[src/rtl/k_and_s_pkg.sv]
// Shared opcode constants, decoded-instruction enum, ALU op enum and IR field positions.
// Imported by ks_alu and ks_data_path_param.
package k_and_s_pkg;

    localparam int IR_W    = 16;
    localparam int OPC_MSB = 15;
    localparam int OPC_LSB = 12;
    localparam int C_LSB   = 8;
    localparam int A_LSB   = 4;
    localparam int B_LSB   = 0;

    localparam logic [3:0] OPC_NOP    = 4'h0;
    localparam logic [3:0] OPC_LOAD   = 4'h1;
    localparam logic [3:0] OPC_STORE  = 4'h2;
    localparam logic [3:0] OPC_MOVE   = 4'h3;
    localparam logic [3:0] OPC_ADD    = 4'h4;
    localparam logic [3:0] OPC_SUB    = 4'h5;
    localparam logic [3:0] OPC_AND    = 4'h6;
    localparam logic [3:0] OPC_OR     = 4'h7;
    localparam logic [3:0] OPC_BRANCH = 4'h8;
    localparam logic [3:0] OPC_BZERO  = 4'h9;
    localparam logic [3:0] OPC_BNEG   = 4'hA;
    localparam logic [3:0] OPC_HALT   = 4'hF;

    typedef enum logic [3:0] {
        I_NOP    = 4'h0,
        I_LOAD   = 4'h1,
        I_STORE  = 4'h2,
        I_MOVE   = 4'h3,
        I_ADD    = 4'h4,
        I_SUB    = 4'h5,
        I_AND    = 4'h6,
        I_OR     = 4'h7,
        I_BRANCH = 4'h8,
        I_BZERO  = 4'h9,
        I_BNEG   = 4'hA,
        I_HALT   = 4'hF
    } decoded_instruction_type;

    typedef enum logic [1:0] {
        ALU_ADD = 2'b00,
        ALU_SUB = 2'b01,
        ALU_AND = 2'b10,
        ALU_OR  = 2'b11
    } alu_op_t;

    typedef struct packed {
        logic zero;
        logic neg;
        logic unsigned_overflow;
        logic signed_overflow;
    } flags_t;

    function automatic decoded_instruction_type decode_opcode(input logic [3:0] opc);
        case (opc)
            OPC_LOAD:   return I_LOAD;
            OPC_STORE:  return I_STORE;
            OPC_MOVE:   return I_MOVE;
            OPC_ADD:    return I_ADD;
            OPC_SUB:    return I_SUB;
            OPC_AND:    return I_AND;
            OPC_OR:     return I_OR;
            OPC_BRANCH: return I_BRANCH;
            OPC_BZERO:  return I_BZERO;
            OPC_BNEG:   return I_BNEG;
            OPC_HALT:   return I_HALT;
            default:    return I_NOP;
        endcase
    endfunction

endpackage

[src/rtl/ks_alu.sv]
// Combinational ALU (ADD/SUB/AND/OR) with zero/neg/carry-borrow/signed-overflow flags.
// Zero latency, no flow control; the caller registers the flags.
module ks_alu
    import k_and_s_pkg::*;
#(
    parameter int DATA_W = 16
) (
    input  logic [DATA_W-1:0] a_i,
    input  logic [DATA_W-1:0] b_i,
    input  alu_op_t           op_i,
    output logic [DATA_W-1:0] result_o,
    output flags_t            flags_o
);

    logic [DATA_W:0] sum;
    logic [DATA_W:0] diff;
    logic            uov;
    logic            sov;

    assign sum  = {1'b0, a_i} + {1'b0, b_i};
    // The extra top bit of the widened difference is the borrow (a < b).
    assign diff = {1'b0, a_i} - {1'b0, b_i};

    always_comb begin
        result_o = '0;
        uov      = 1'b0;
        sov      = 1'b0;
        case (op_i)
            ALU_ADD: begin
                result_o = sum[DATA_W-1:0];
                uov      = sum[DATA_W];
                sov      = (a_i[DATA_W-1] == b_i[DATA_W-1]) &&
                           (sum[DATA_W-1] != a_i[DATA_W-1]);
            end
            ALU_SUB: begin
                result_o = diff[DATA_W-1:0];
                uov      = diff[DATA_W];
                sov      = (a_i[DATA_W-1] != b_i[DATA_W-1]) &&
                           (diff[DATA_W-1] != a_i[DATA_W-1]);
            end
            ALU_AND: result_o = a_i & b_i;
            ALU_OR:  result_o = a_i | b_i;
            default: result_o = '0;
        endcase
    end

    assign flags_o.zero              = (result_o == '0);
    assign flags_o.neg               = result_o[DATA_W-1];
    assign flags_o.unsigned_overflow = uov;
    assign flags_o.signed_overflow   = sov;

endmodule

[src/rtl/ks_data_path_param.sv]
// K&S datapath: PC, 16-bit IR with decode, 2R/1W register file, ALU and flags register; all state
// updates on enables, reads are combinational. Define KS_R0_ZERO_EN to hard-wire R0 to zero.
module ks_data_path_param
    import k_and_s_pkg::*;
#(
    parameter int DATA_W = 16,
    parameter int ADDR_W = 5,
    parameter int NREGS  = 4
) (
    input  logic                    clk,
    input  logic                    rst,
    input  logic                    branch,
    input  logic                    pc_enable,
    input  logic                    ir_enable,
    input  logic                    addr_sel,
    input  logic                    c_sel,
    input  logic [1:0]              operation,
    input  logic                    write_reg_enable,
    input  logic                    flags_reg_enable,
    output decoded_instruction_type decoded_instruction,
    output logic                    zero_op,
    output logic                    neg_op,
    output logic                    unsigned_overflow,
    output logic                    signed_overflow,
    output logic [ADDR_W-1:0]       ram_addr,
    output logic [DATA_W-1:0]       data_out,
    input  logic [DATA_W-1:0]       data_in
);

    localparam int RW = $clog2(NREGS);

    logic [IR_W-1:0]   ir_q;
    logic [ADDR_W-1:0] pc_q;
    logic [ADDR_W-1:0] pc_d;
    flags_t            flags_q;
    flags_t            alu_flags;
    logic [DATA_W-1:0] rf_q [NREGS];

    logic [ADDR_W-1:0] addr_field;
    logic [RW-1:0]     c_addr;
    logic [RW-1:0]     a_addr;
    logic [RW-1:0]     b_addr;
    logic [DATA_W-1:0] rd_a;
    logic [DATA_W-1:0] rd_b;
    logic [DATA_W-1:0] alu_result;
    logic [DATA_W-1:0] wr_dat_d;
    logic              wr_en;
    logic              unused_ir_bits;

    assign decoded_instruction = decode_opcode(ir_q[OPC_MSB:OPC_LSB]);
    assign addr_field          = ir_q[ADDR_W-1:0];
    assign c_addr              = ir_q[C_LSB +: RW];
    assign unused_ir_bits      = ^ir_q;

    // LOAD/STORE read the register named by the C field; MOVE copies port A onto port B.
    always_comb begin
        a_addr = ir_q[A_LSB +: RW];
        b_addr = ir_q[B_LSB +: RW];
        if (decoded_instruction == I_LOAD || decoded_instruction == I_STORE) begin
            a_addr = ir_q[C_LSB +: RW];
        end
        if (decoded_instruction == I_MOVE) begin
            b_addr = a_addr;
        end
    end

    always_comb begin
        rd_a = rf_q[a_addr];
        rd_b = rf_q[b_addr];
`ifdef KS_R0_ZERO_EN
        if (a_addr == '0) rd_a = '0;
        if (b_addr == '0) rd_b = '0;
`endif
    end

`ifdef KS_R0_ZERO_EN
    assign wr_en = write_reg_enable && (c_addr != '0);
`else
    assign wr_en = write_reg_enable;
`endif

    ks_alu #(.DATA_W(DATA_W)) u_alu (
        .a_i      (rd_a),
        .b_i      (rd_b),
        .op_i     (alu_op_t'(operation)),
        .result_o (alu_result),
        .flags_o  (alu_flags)
    );

    assign wr_dat_d = c_sel ? data_in : alu_result;
    assign pc_d     = branch ? addr_field : pc_q + ADDR_W'(1);

    always_ff @(posedge clk or posedge rst) begin
        if (rst) begin
            pc_q    <= '0;
            ir_q    <= '0;
            flags_q <= '0;
        end else begin
            if (pc_enable)        pc_q    <= pc_d;
            if (ir_enable)        ir_q    <= data_in[IR_W-1:0];
            if (flags_reg_enable) flags_q <= alu_flags;
        end
    end

    always_ff @(posedge clk or posedge rst) begin
        if (rst) begin
            for (int i = 0; i < NREGS; i++) rf_q[i] <= '0;
        end else if (wr_en) begin
            rf_q[c_addr] <= wr_dat_d;
        end
    end

    assign ram_addr          = addr_sel ? addr_field : pc_q;
    assign data_out          = rd_a;
    assign zero_op           = flags_q.zero;
    assign neg_op            = flags_q.neg;
    assign unsigned_overflow = flags_q.unsigned_overflow;
    assign signed_overflow   = flags_q.signed_overflow;

endmodule

[config.mk]
export PLATFORM = sky130hd
export DESIGN_NAME = ks_data_path_param
export DESIGN_NICKNAME = d
export VERILOG_FILES = /design/src/rtl/k_and_s_pkg.sv /design/src/rtl/ks_alu.sv /design/src/rtl/ks_data_path_param.sv
export SDC_FILE = /design/constraint.sdc
export NUM_CORES = 1
export LEC_CHECK = 0
export BUFFER_PORTS_ARGS = -buffer_cell sky130_fd_sc_hd__buf_4
export CAP_MARGIN = 20
export CORE_MARGIN = 2
export CORE_UTILIZATION = 58
export DETAILED_ROUTE_END_ITERATION = 10
export GPL_TIMING_DRIVEN = 1
export PLACE_DENSITY = 0.84
export SYNTH_ARGS = -nofsm -noshare
export SYNTH_HDL_FRONTEND = slang
export SYNTH_SLANG_ARGS = --single-unit
[constraint.sdc]
create_clock -name clk -period 9.2 [get_ports clk]
set_input_delay 1.84 -clock clk [delete_from_list [all_inputs] [get_ports clk]]
set_output_delay 1.84 -clock clk [all_outputs]
set_load 0.02 [all_outputs]
==> flow_metrics.env, run 1 <==
export IMPL_status="finished clean"
export IMPL_synth_top_area_share=0.3009
export IMPL_hpwl_mm=13.69
export IMPL_yosysTopAreaCell="dfrtp_1"
export IMPL_intPower_mw=1.517
export IMPL_skew_ns=0.01154
export IMPL_mappedNetlistArea_um2=7068
export IMPL_min_path_type="register to register"
export IMPL_start_util=0.5909
export IMPL_startpoint_type="register"
export IMPL_synth_seq_cells=85
export IMPL_dieHeight_um=114.4
export IMPL_yosys_warnings=0
export IMPL_cts_htree_levels=3
export IMPL_slew_headroom=0.4411
export IMPL_cpLargestDelayFamily="compound AO/OA/AOI/OAI gates"
export IMPL_critical_path_max_stage_delay_ns=0.59
export IMPL_cp_slowest_cell="mux2i_1"
export IMPL_globalplace_congestion=0.9299
export IMPL_holdWs_ns=0.5111
export IMPL_synth_nets=858
export IMPL_cts_resized=0
export IMPL_synth_main_ff_cell="dfrtp_1"
export IMPL_rsz0062_at_grt="false"
export IMPL_clk_path_buf_depth=2
export IMPL_fp_dieW_um=114.4
export IMPL_fin_crit_ns=5.589
export IMPL_path_max_fanout=26
export IMPL_cts_sinks=85
export IMPL_tns_ns=0
export IMPL_wire_per_inst_um=19.46
export IMPL_min_period_over_period=0.6075
export IMPL_grt_pass1_wl_mm=29.97
export IMPL_ios=56
export IMPL_portBuffers=55
export IMPL_path_clk_slew_ns=0.07
export IMPL_clock_latency_ns=0.36
export IMPL_cts_root_buffer="clkbuf_16"
export IMPL_setup_violations=0
export IMPL_viasPerCell=6.390
export IMPL_p_per_area_nw_per_um2=372.9
export IMPL_maxCapViolCount=0
export IMPL_grt_pass1_vias=5711
export IMPL_cts_tree="yes"
export IMPL_drc=0
export IMPL_setup_slack_ns=3.611
export IMPL_globalRoute_totalOverflow=0
export IMPL_synthArstFlopShare=1.000
export IMPL_fillCellCount=961
export IMPL_p_clk_frac=0.122
export IMPL_synth_area_leaders="dfrtp_1 (30%), ha_1 (8.0%), mux2i_1 (6.1%)"
export IMPL_swShare=0.4815
export IMPL_fmax_mhz=178.9
export IMPL_ant_nets=0
export IMPL_ys_seq_area_frac=0.3009
export IMPL_worstPathCellList="nor2_2 -> nand2_2 -> mux2i_4 -> buf_4 -> mux2i_1 -> mux2i_1 -> ha_1 -> o21bai_1 -> a221oi_1 -> a211oi_1 -> a221o_1 -> a21oi_1 -> a21oi_1 -> o21ai_1 -> xor2_1 -> mux4_2 -> mux2i_4 -> o21ai_1"
export IMPL_die_area_um2=13090
export IMPL_layoutNonFillerInstCount=971
export IMPL_m1WireLength_mm=8.299
export IMPL_dp_slack_ns=3.747
export IMPL_arrival_ns=5.79
export IMPL_critPathCaptureType="register"
export IMPL_path_class="register to register"
export IMPL_yosys_top_cells_count="nand2_1 (100), dfrtp_1 (85), o21ai_0 (59), inv_1 (57), nor2_1 (49)"
export IMPL_worst_path_buf_inv=1
export IMPL_p_comb_frac=0.656
export IMPL_ys_types=80
export IMPL_tightest_slew_ns=0.8207
export IMPL_layout_nets=893
export IMPL_top_layer="met4"
export IMPL_wl_met2_mm=8.729
export IMPL_power_frac_seq=0.222
export IMPL_first_iter_violations=646
export IMPL_drt_total_wl_mm=18.90
export IMPL_hold_buffers=0
export IMPL_dr_pass1_iters=5
export IMPL_post_place_cells=955
export IMPL_post_cts_buffers=0
export IMPL_p_leak_nw=3.544
export IMPL_core_um2=11960
export IMPL_total_power_mw=2.926
export IMPL_rows=40
export IMPL_power_switching_mw=1.409
export IMPL_vias=6205
export IMPL_yosysMostFrequentCell="nand2_1"
export IMPL_antenna_found_initial=0
export IMPL_grt_max_degree=48
export IMPL_drive_gt1_frac=0.1845
export IMPL_required_ns=9.40
export IMPL_hold_viol_final=0
export IMPL_area_growth_pct=11.03
export IMPL_wl_met3_mm=1.299
export IMPL_synth_edf_count=0
export IMPL_ir_worst_vdd_mv=0.1317
export IMPL_slew_viol_final=0
export IMPL_synth_avg_cell_area_um2=9.015
export IMPL_cts_buffers=9
export IMPL_synth_cells=784
export IMPL_track_usage=0.2974
export IMPL_antenna_cells=0
cell families (layout without fill, tap and decap cells):
kind of cell,after synthesis,in the layout,share of synthesized area
AO/OA/AOI/OAI,216,216,0.1954
XOR/XNOR,27,27,0.03611
adder cells (fa/ha/maj),47,47,0.08533
buffers and inverters,99,139,0.05594
flip-flops,85,85,0.3009
multiplexers,94,94,0.1843
AND/OR/NAND/NOR,216,216,0.1420
flip-flops by register name (all words and copies together), names as in the netlist:
| name | count |
|---|---|
| pc_q | 5 |
| signed_overflow | 1 |
| ir_q | 12 |
| rf_q | 64 |
| zero_op | 1 |
| unsigned_overflow | 1 |
| neg_op | 1 |
layer usage:
metal / GRT usage / up-vias
met5: 0 / -
met4: 0.1236 / 0
met3: 0.05029 / 50
met2: 0.4682 / 263
met1: 0.4090 / 3012
li1: - / 2880
final timing paths:
| kind | from | endpoint | slack, ns | cells past startpoint |
|---|---|---|---|---|
| max | ir_q[14] | rf_q[61] | 3.61 | 18 |
| min | rf_q[51] | rf_q[51] | 0.51 | 2 |
| max reg2reg | ir_q[14] | rf_q[61] | 3.61 | 18 |
| min reg2reg | rf_q[51] | rf_q[51] | 0.51 | 2 |
| max in group asynchronous | rst | rf_q[26] | 6.58 | 3 |
| min in group asynchronous | rst | rf_q[3] | 1.57 | 2 |
through the flow:
step / utilization / area (um^2)
after detailed placement: 0.6324 / 7565
after global placement: 0.6324 / 7565
after floorplan: - / 7068
after CTS: 0.6561 / 7848
final: 0.6561 / 7848
after global routing: 0.6561 / 7848
worst reg2reg max path: stages, from the launching register on:
cell	delay (ns)
dfrtp_1	0.48
nor2_2	0.41
nand2_2	0.25
mux2i_4	0.20
buf_4	0.40
mux2i_1	0.16
mux2i_1	0.59
ha_1	0.36
o21bai_1	0.20
a221oi_1	0.16
a211oi_1	0.38
a221o_1	0.31
a21oi_1	0.10
a21oi_1	0.28
o21ai_1	0.16
xor2_1	0.16
mux4_2	0.54
mux2i_4	0.21
o21ai_1	0.10
cells in the final DEF, fill, tap and decap left out, drive strengths merged, types with 5 or more instances in the layout:
master,count
nand2b,25
nor2,50
ha,45
a21boi,5
mux2i,50
nor3,7
xor2,10
a21oi,47
a31oi,5
a211oi,15
mux4,20
o21ai,79
o211ai,6
a31o,5
buf,62
o21a,5
xnor2,17
nand2,101
mux2,24
dfrtp,85
inv,63
clkbuf,10
area by class of cell:
cell class,instances,area [um^2],area share
well taps,147,183.9,0.02344
clock inverters,6,53.80,0.006856
multi-input cells,600,4558,0.5808
clock buffers,10,229.0,0.02918
repair buffers,62,465.4,0.05931
flip-flops and latches,85,2127,0.2710
inverters,61,230.2,0.02934
power groups by stage:
stage	Clock (mW)	Combinational [mW]	Sequential (mW)
after floorplan	0	1.44	0.607
after global placement	0	1.83	0.637
after detailed placement	0	1.88	0.647
after CTS	0.356	1.89	0.644
after global routing	0.371	2.12	0.664
final	0.357	1.92	0.649
(Power assumes the default switching activity.)
==> run 2: changes to the inputs <==
Settings changed: CORE_UTILIZATION 58 to 56, PLACE_DENSITY 0.84 to 0.85.
Clock period 9.2 ns to 5.1 ns, I/O delays scaled along.
==> run 2 against run 1 <==
  * Sequential power up 80%
  * Critical endpoint is now zero_op
  * Worst setup slack worse by 3.5 ns
  * Clock power up 93%
  * Highest routed layer unchanged
==> flow_metrics.env, run 2 (synthesis gave the netlist of run 1 again) <==
export IMPL_path_class="register to register"
export IMPL_dieHeight_um=116.3
export IMPL_viasPerCell=6.235
export IMPL_hold_depth=2
export IMPL_arrival_ns=5.27
export IMPL_wire_per_inst_um=19.65
export IMPL_drive_gt1_frac=0.2295
export IMPL_dr_pass1_iters=6
export IMPL_timing_rr_start="ir_q[13]"
export IMPL_path_clk_slew_ns=0.06
export IMPL_fillCellCount=1015
export IMPL_largest_reg_flops=64
export IMPL_top_usage_layer="met2"
export IMPL_p_comb_frac=0.665
export IMPL_maxCapViolCount=0
export IMPL_hold_viol_final=0
export IMPL_area_growth_pct=15.88
export IMPL_cts_buffers=9
export IMPL_r2r_cells=17
export IMPL_startpoint_type="register"
export IMPL_total_power_mw=5.540
export IMPL_layout_nets=923
export IMPL_grt_use_met1=0.4234
export IMPL_swShare=0.4725
export IMPL_clk_path_buf_depth=2
export IMPL_min_period_over_period=0.9792
export IMPL_placed_area_um2=7789
export IMPL_hold_path_startpoint="rf_q[29]"
export IMPL_start_util=0.5670
export IMPL_slew_headroom=0.4304
export IMPL_intPower_mw=2.922
export IMPL_grt_max_degree=50
export IMPL_holdPathEnd="rf_q[29]"
export IMPL_die_area_um2=13540
export IMPL_power_frac_seq=0.211
export IMPL_min_path_type="register to register"
export IMPL_finalInstanceArea_um2=8190
export IMPL_clock_latency_ns=0.36
export IMPL_cts_sinks=85
export IMPL_final_common_cell="nand2_1"
export IMPL_ir_worst_vdd_mv=0.2702
export IMPL_ant_nets=0
export IMPL_fmax_mhz=200.2
export IMPL_cp_slowest_cell="or4b_2"
export IMPL_power_switching_mw=2.618
export IMPL_p_leak_nw=3.697
export IMPL_path_max_fanout=7
export IMPL_most_common_layout_cells="nand2_1 (100), buf_4 (90), dfrtp_1 (83)"
export IMPL_skew_ns=0.01739
export IMPL_cts_root_buffer="clkbuf_16"
export IMPL_cpLargestDelayFamily="simple AND/OR/NAND/NOR gates"
export IMPL_drt_total_wl_mm=20.16
export IMPL_globalRoute_totalOverflow=0
export IMPL_final_core_util=0.6570
export IMPL_required_ns=5.37
export IMPL_worstPathCellList="xor2_4 -> nand2_2 -> buf_4 -> mux2i_4 -> mux2i_2 -> inv_1 -> ha_1 -> inv_1 -> fa_1 -> mux4_2 -> or4b_2 -> nor3_2 -> and4b_1 -> o2111ai_1 -> nor4bb_1 -> o2111ai_1 -> o22ai_1"
export IMPL_cts_htree_levels=3
export IMPL_ios=56
export IMPL_rr_endpoint="zero_op"
export IMPL_rows=41
export IMPL_worst_path_buf_inv=3
export IMPL_first_iter_violations=671
export IMPL_setup_violations=0
export IMPL_critical_path_max_stage_delay_ns=0.70
export IMPL_vias=6397
export IMPL_slew_viol_final=0
export IMPL_grt_pass1_vias=6115
export IMPL_status="finished clean"
export IMPL_antenna_cells=0
export IMPL_track_usage=0.3102
export IMPL_grt_pass1_wl_mm=32.04
export IMPL_antenna_found_initial=0
export IMPL_reg_top3="rf_q (64), ir_q (12), pc_q (5)"
export IMPL_hpwl_mm=14.33
export IMPL_drc=0
export IMPL_portBuffers=55
export IMPL_fp_dieW_um=116.3
export IMPL_regMostFlops="rf_q"
export IMPL_holdWs_ns=0.5033
export IMPL_p_per_area_nw_per_um2=676.4
export IMPL_critPathCaptureType="register"
export IMPL_globalplace_congestion=1.014
export IMPL_p_clk_frac=0.124
export IMPL_cts_tree="yes"
export IMPL_reg2reg_slack_ns=0.11
export IMPL_globalRouteMet3Util=0.04463
export IMPL_gr_usage_met2=0.5039
export IMPL_hold_buffers=0
export IMPL_core_um2=12470
export IMPL_tightest_slew_ns=0.8534
export IMPL_fin_crit_ns=4.994
run 2: cell types whose count changed in the layout (fill, tap and decap cells not counted), sizes merged:
| cell | previous run | this run |
|---|---|---|
| buf | 62 | 92 |
| clkinv | 3 | 2 |
| clkbuf | 10 | 11 |
| bufinv | 0 | 1 |
| inv | 63 | 61 |
| clkinvlp | 1 | 2 |
run 2: worst max path at each step:
stage	from	to	slack [ns]	cells after the start
after floorplan	ir_q[12]	zero_op	0.06	19
after global placement	ir_q[12]	zero_op	0.12	17
after detailed placement	ir_q[12]	zero_op	0.02	17
after CTS	ir_q[13]	zero_op	0.03	20
after global routing	ir_q[13]	rf_q[47]	-0.005	20
final	ir_q[13]	zero_op	0.11	17
run 2: worst reg2reg max path: stages, from the launching register on:
cell,delay [ns]
dfrtp_2,0.48
xor2_4,0.22
nand2_2,0.13
buf_4,0.17
mux2i_4,0.32
mux2i_2,0.32
inv_1,0.10
ha_1,0.21
inv_1,0.08
fa_1,0.42
mux4_2,0.51
or4b_2,0.70
nor3_2,0.12
and4b_1,0.23
o2111ai_1,0.12
nor4bb_1,0.38
o2111ai_1,0.24
o22ai_1,0.16
run 2: area by class of cell:
cell class              instances  area (um^2)  area share
flip-flops and latches         85         2130      0.2600
inverters                      61        230.2     0.02811
clock buffers                  11        242.7     0.02964
well taps                     172        215.2     0.02628
multi-input cells             600         4598      0.5614
repair buffers                 92        715.7     0.08738
clock inverters                 5        58.81    0.007180
run 2: through the flow:
| step | setup TNS, ns | cells | worst slack (ns) |
|---|---|---|---|
| 6_report | 0 | 1026 | 0.1060 |
| 5_1_grt | -0.004539 | 1026 | -0.004539 |
| 4_1_cts | 0 | 1021 | 0.02765 |
| 3_5_place_dp | 0 | 1003 | 0.02001 |
| 3_3_place_gp | 0 | 1003 | 0.1186 |
| 2_1_floorplan | 0 | 784 | 0.05992 |
run 2: what timing repair did:
item,4_1_cts,5_1_grt
pin swaps,0,4
gates resized for setup,1,11
endpoints found under the setup margin,1,22
buffers inserted,2,5
run 2: layer usage:
metal / routed length [um] / vias up
li1: - / 2920
met1: 8281 / 3045
met2: 9484 / 374
met3: 1782 / 58
met4: 612 / 0
met5: 0 / -
run 2: power by group through the flow:
stage	combinational (mW)	sequential, mW	clock (mW)
floorplan	2.61	1.10	0
global placement	3.39	1.14	0
detailed placement	3.49	1.16	0
CTS	3.53	1.14	0.690
global route	4.01	1.19	0.721
finish	3.69	1.17	0.688
==> run 3: changes to the inputs <==
Settings changed: ABC_AREA set to 1, MAX_ROUTING_LAYER set to met4.
==> run 3 against run 2 <==
  * Worst setup slack better by 0.30 ns
  * Die area increased by 3.6%
  * First-iteration DRC count is 59% higher
  * Flip-flop and latch count unchanged
  * Global-route usage increased by 2.5 points
  * Sequential power fell by 12%
  * Critical endpoint is now rf_q[11]
==> flow_metrics.env, run 3 <==
export IMPL_status="finished clean"
export IMPL_placed_area_um2=7895
export IMPL_track_usage=0.3351
export IMPL_tns_ns=0
export IMPL_hpwl_mm=16.56
export IMPL_synth_avg_cell_area_um2=6.650
export IMPL_yosys_top_cells_count="nand2_1 (251), inv_1 (212), o21ai_0 (125), dfrtp_1 (85), nand3_1 (81)"
export IMPL_p_per_area_nw_per_um2=506.4
export IMPL_die_area_um2=14020
export IMPL_holdPathEnd="signed_overflow"
export IMPL_reg2reg_slack_ns=0.41
export IMPL_ys_types=49
export IMPL_setup_violations=0
export IMPL_swShare=0.4892
export IMPL_intPower_mw=2.135
export IMPL_core_um2=12720
export IMPL_drt_total_wl_mm=22.56
export IMPL_area_growth_pct=12.63
export IMPL_slew_headroom=0.3317
export IMPL_tightest_slew_ns=1.001
export IMPL_regMostFlops="rf_q"
export IMPL_ant_nets=0
export IMPL_drc=0
export IMPL_yosysTopAreaCell="dfrtp_1"
export IMPL_portBuffers=55
export IMPL_ys_seq_area_frac=0.2903
export IMPL_gr_usage_met2=0.5105
export IMPL_synth_cells=1102
export IMPL_cp_slowest_cell="dfrtp_1"
export IMPL_p_comb_frac=0.578
export IMPL_grt_pass1_wl_mm=36.09
export IMPL_wire_per_inst_um=17.10
export IMPL_fmax_mhz=213.1
export IMPL_skew_ns=0.006643
export IMPL_most_common_layout_cells="nand2_1 (251), inv_1 (211), o21ai_0 (125)"
export IMPL_p_clk_frac=0.176
export IMPL_antenna_found_initial=0
export IMPL_clk_path_buf_depth=2
export IMPL_grt_pass1_vias=7169
export IMPL_clock_latency_ns=0.36
export IMPL_final_common_cell="nand2_1"
export IMPL_cts_tree="yes"
export IMPL_fp_dieW_um=118.4
export IMPL_post_cts_buffers=0
export IMPL_largest_reg_flops=64
export IMPL_maxCapViolCount=0
export IMPL_yosys_warnings=0
export IMPL_hold_path_startpoint="signed_overflow"
export IMPL_r2r_cells=25
export IMPL_ir_worst_vdd_mv=0.2432
export IMPL_ios=56
export IMPL_p_leak_nw=4.462
export IMPL_grt_use_met1=0.4285
export IMPL_synth_area_leaders="dfrtp_1 (29%), nand2_1 (13%), inv_1 (11%)"
export IMPL_post_place_cells=1302
export IMPL_min_period_over_period=0.9202
export IMPL_viasPerCell=5.831
export IMPL_synth_main_ff_cell="dfrtp_1"
export IMPL_globalRouteMet3Util=0.05116
export IMPL_synth_seq_cells=85
export IMPL_drive_gt1_frac=0.1386
export IMPL_arrival_ns=4.90
export IMPL_cts_htree_levels=3
export IMPL_synth_nets=1176
export IMPL_cts_root_buffer="clkbuf_16"
export IMPL_rr_endpoint="rf_q[11]"
export IMPL_layout_nets=1216
export IMPL_fin_crit_ns=4.693
export IMPL_critical_path_max_stage_delay_ns=0.47
export IMPL_first_iter_violations=1067
export IMPL_final_core_util=0.6488
export IMPL_mappedNetlistArea_um2=7328
export IMPL_finalInstanceArea_um2=8254
export IMPL_top_usage_layer="met2"
export IMPL_globalplace_congestion=0.9551
export IMPL_power_switching_mw=2.045
export IMPL_dr_pass1_iters=6
export IMPL_hold_viol_final=0
export IMPL_grt_max_degree=59
export IMPL_antenna_cells=0
export IMPL_path_class="register to register"
export IMPL_path_clk_slew_ns=0.06
export IMPL_power_frac_seq=0.245
export IMPL_hold_depth=2
export IMPL_synth_top_area_share=0.2903
export IMPL_startpoint_type="register"
export IMPL_min_path_type="register to register"
export IMPL_synth_edf_count=0
export IMPL_reg_top3="rf_q (64), ir_q (12), pc_q (5)"
export IMPL_dieHeight_um=118.4
export IMPL_slew_viol_final=0
export IMPL_vias=7691
export IMPL_cts_resized=0
export IMPL_hold_buffers=0
export IMPL_globalRoute_totalOverflow=0
export IMPL_timing_rr_start="ir_q[14]"
export IMPL_synthArstFlopShare=1.000
export IMPL_path_max_fanout=23
export IMPL_dp_slack_ns=0.5554
export IMPL_rsz0062_at_grt="false"
export IMPL_cts_sinks=85
export IMPL_yosysMostFrequentCell="nand2_1"
export IMPL_cts_buffers=9
export IMPL_setup_slack_ns=0.4070
export IMPL_critPathCaptureType="register"
export IMPL_rows=41
export IMPL_required_ns=5.30
export IMPL_start_util=0.5760
export IMPL_layoutNonFillerInstCount=1319
==> run 3: cell types whose count changed after synthesis, moves of 24 or more <==
cell and delta:
inv_1 +155, nand2_1 +151, nand3_1 +78, o21ai_0 +66, mux2i_1 -40, nor2_1 +26
nand2b_1 -25, a21oi_1 -24
==> run 3: area by class of cell <==
cell class | instances | area, um^2
fillers | 1144 | 4468
multi-input cells | 763 | 4245
flip-flops and latches | 85 | 2127
inverters | 216 | 812.0
repair buffers | 67 | 523.0
clock buffers | 9 | 225.2
well taps | 172 | 215.2
clock inverters | 7 | 106.4
==> run 3: cell families after synthesis <==
kind of cell / count (synthesis) / synth area share
AO/OA/AOI/OAI: 216 / 0.1731
flip-flops: 85 / 0.2903
XOR/XNOR: 7 / 0.008366
buffers and inverters: 254 / 0.1318
AND/OR/NAND/NOR: 489 / 0.3085
multiplexers: 4 / 0.005634
adder cells (fa/ha/maj): 47 / 0.08229
==> run 3: worst max-delay path by stage <==
stage / start / end / slack [ns] / depth (start not counted)
CTS: ir_q[14] / rf_q[43] / 0.53 / 25
finish: ir_q[14] / rf_q[11] / 0.41 / 25
detailed placement: ir_q[14] / rf_q[43] / 0.56 / 25
floorplan: ir_q[14] / rf_q[13] / 1.09 / 27
global placement: ir_q[14] / zero_op / 0.70 / 27
global route: ir_q[14] / zero_op / 0.006 / 28
==> run 3: metrics by stage <==
| step | power, mW | hold WS (ns) |
|---|---|---|
| 6_report | 4.180 | 0.4850 |
| 5_1_grt | 4.503 | 0.5059 |
| 4_1_cts | 4.116 | 0.4894 |
| 3_5_place_dp | 3.356 | 0.4719 |
| 3_3_place_gp | 3.299 | 0.4646 |
| 2_1_floorplan | 2.713 | 0.4489 |
==> run 3: worst max-delay path, delay by kind of cell (launching register included) <==
family,cells,cell delay [ns]
adders and majority gates,1,0.33
AOI/OAI and AO/OA,5,1.30
and+or+nand+nor,16,1.84
DFF,1,0.47
buffers and inverters,2,0.25
muxes,1,0.35
==> run 3: layer usage <==
| metal | wire, um | vias up |
|---|---|---|
| li1 | - | 3620 |
| met1 | 9183 | 3532 |
| met2 | 10250 | 453 |
| met3 | 2070 | 86 |
| met4 | 1056 | 0 |
| met5 | 0 | - |
==> run 3: power by group through the flow <==
stage,registers [mW],clock network [mW],logic (mW)
detailed placement,1.02,0,2.33
global placement,1.02,0,2.28
finish,1.03,0.737,2.42
floorplan,0.984,0,1.73
global route,1.04,0.775,2.69
CTS,1.02,0.742,2.36
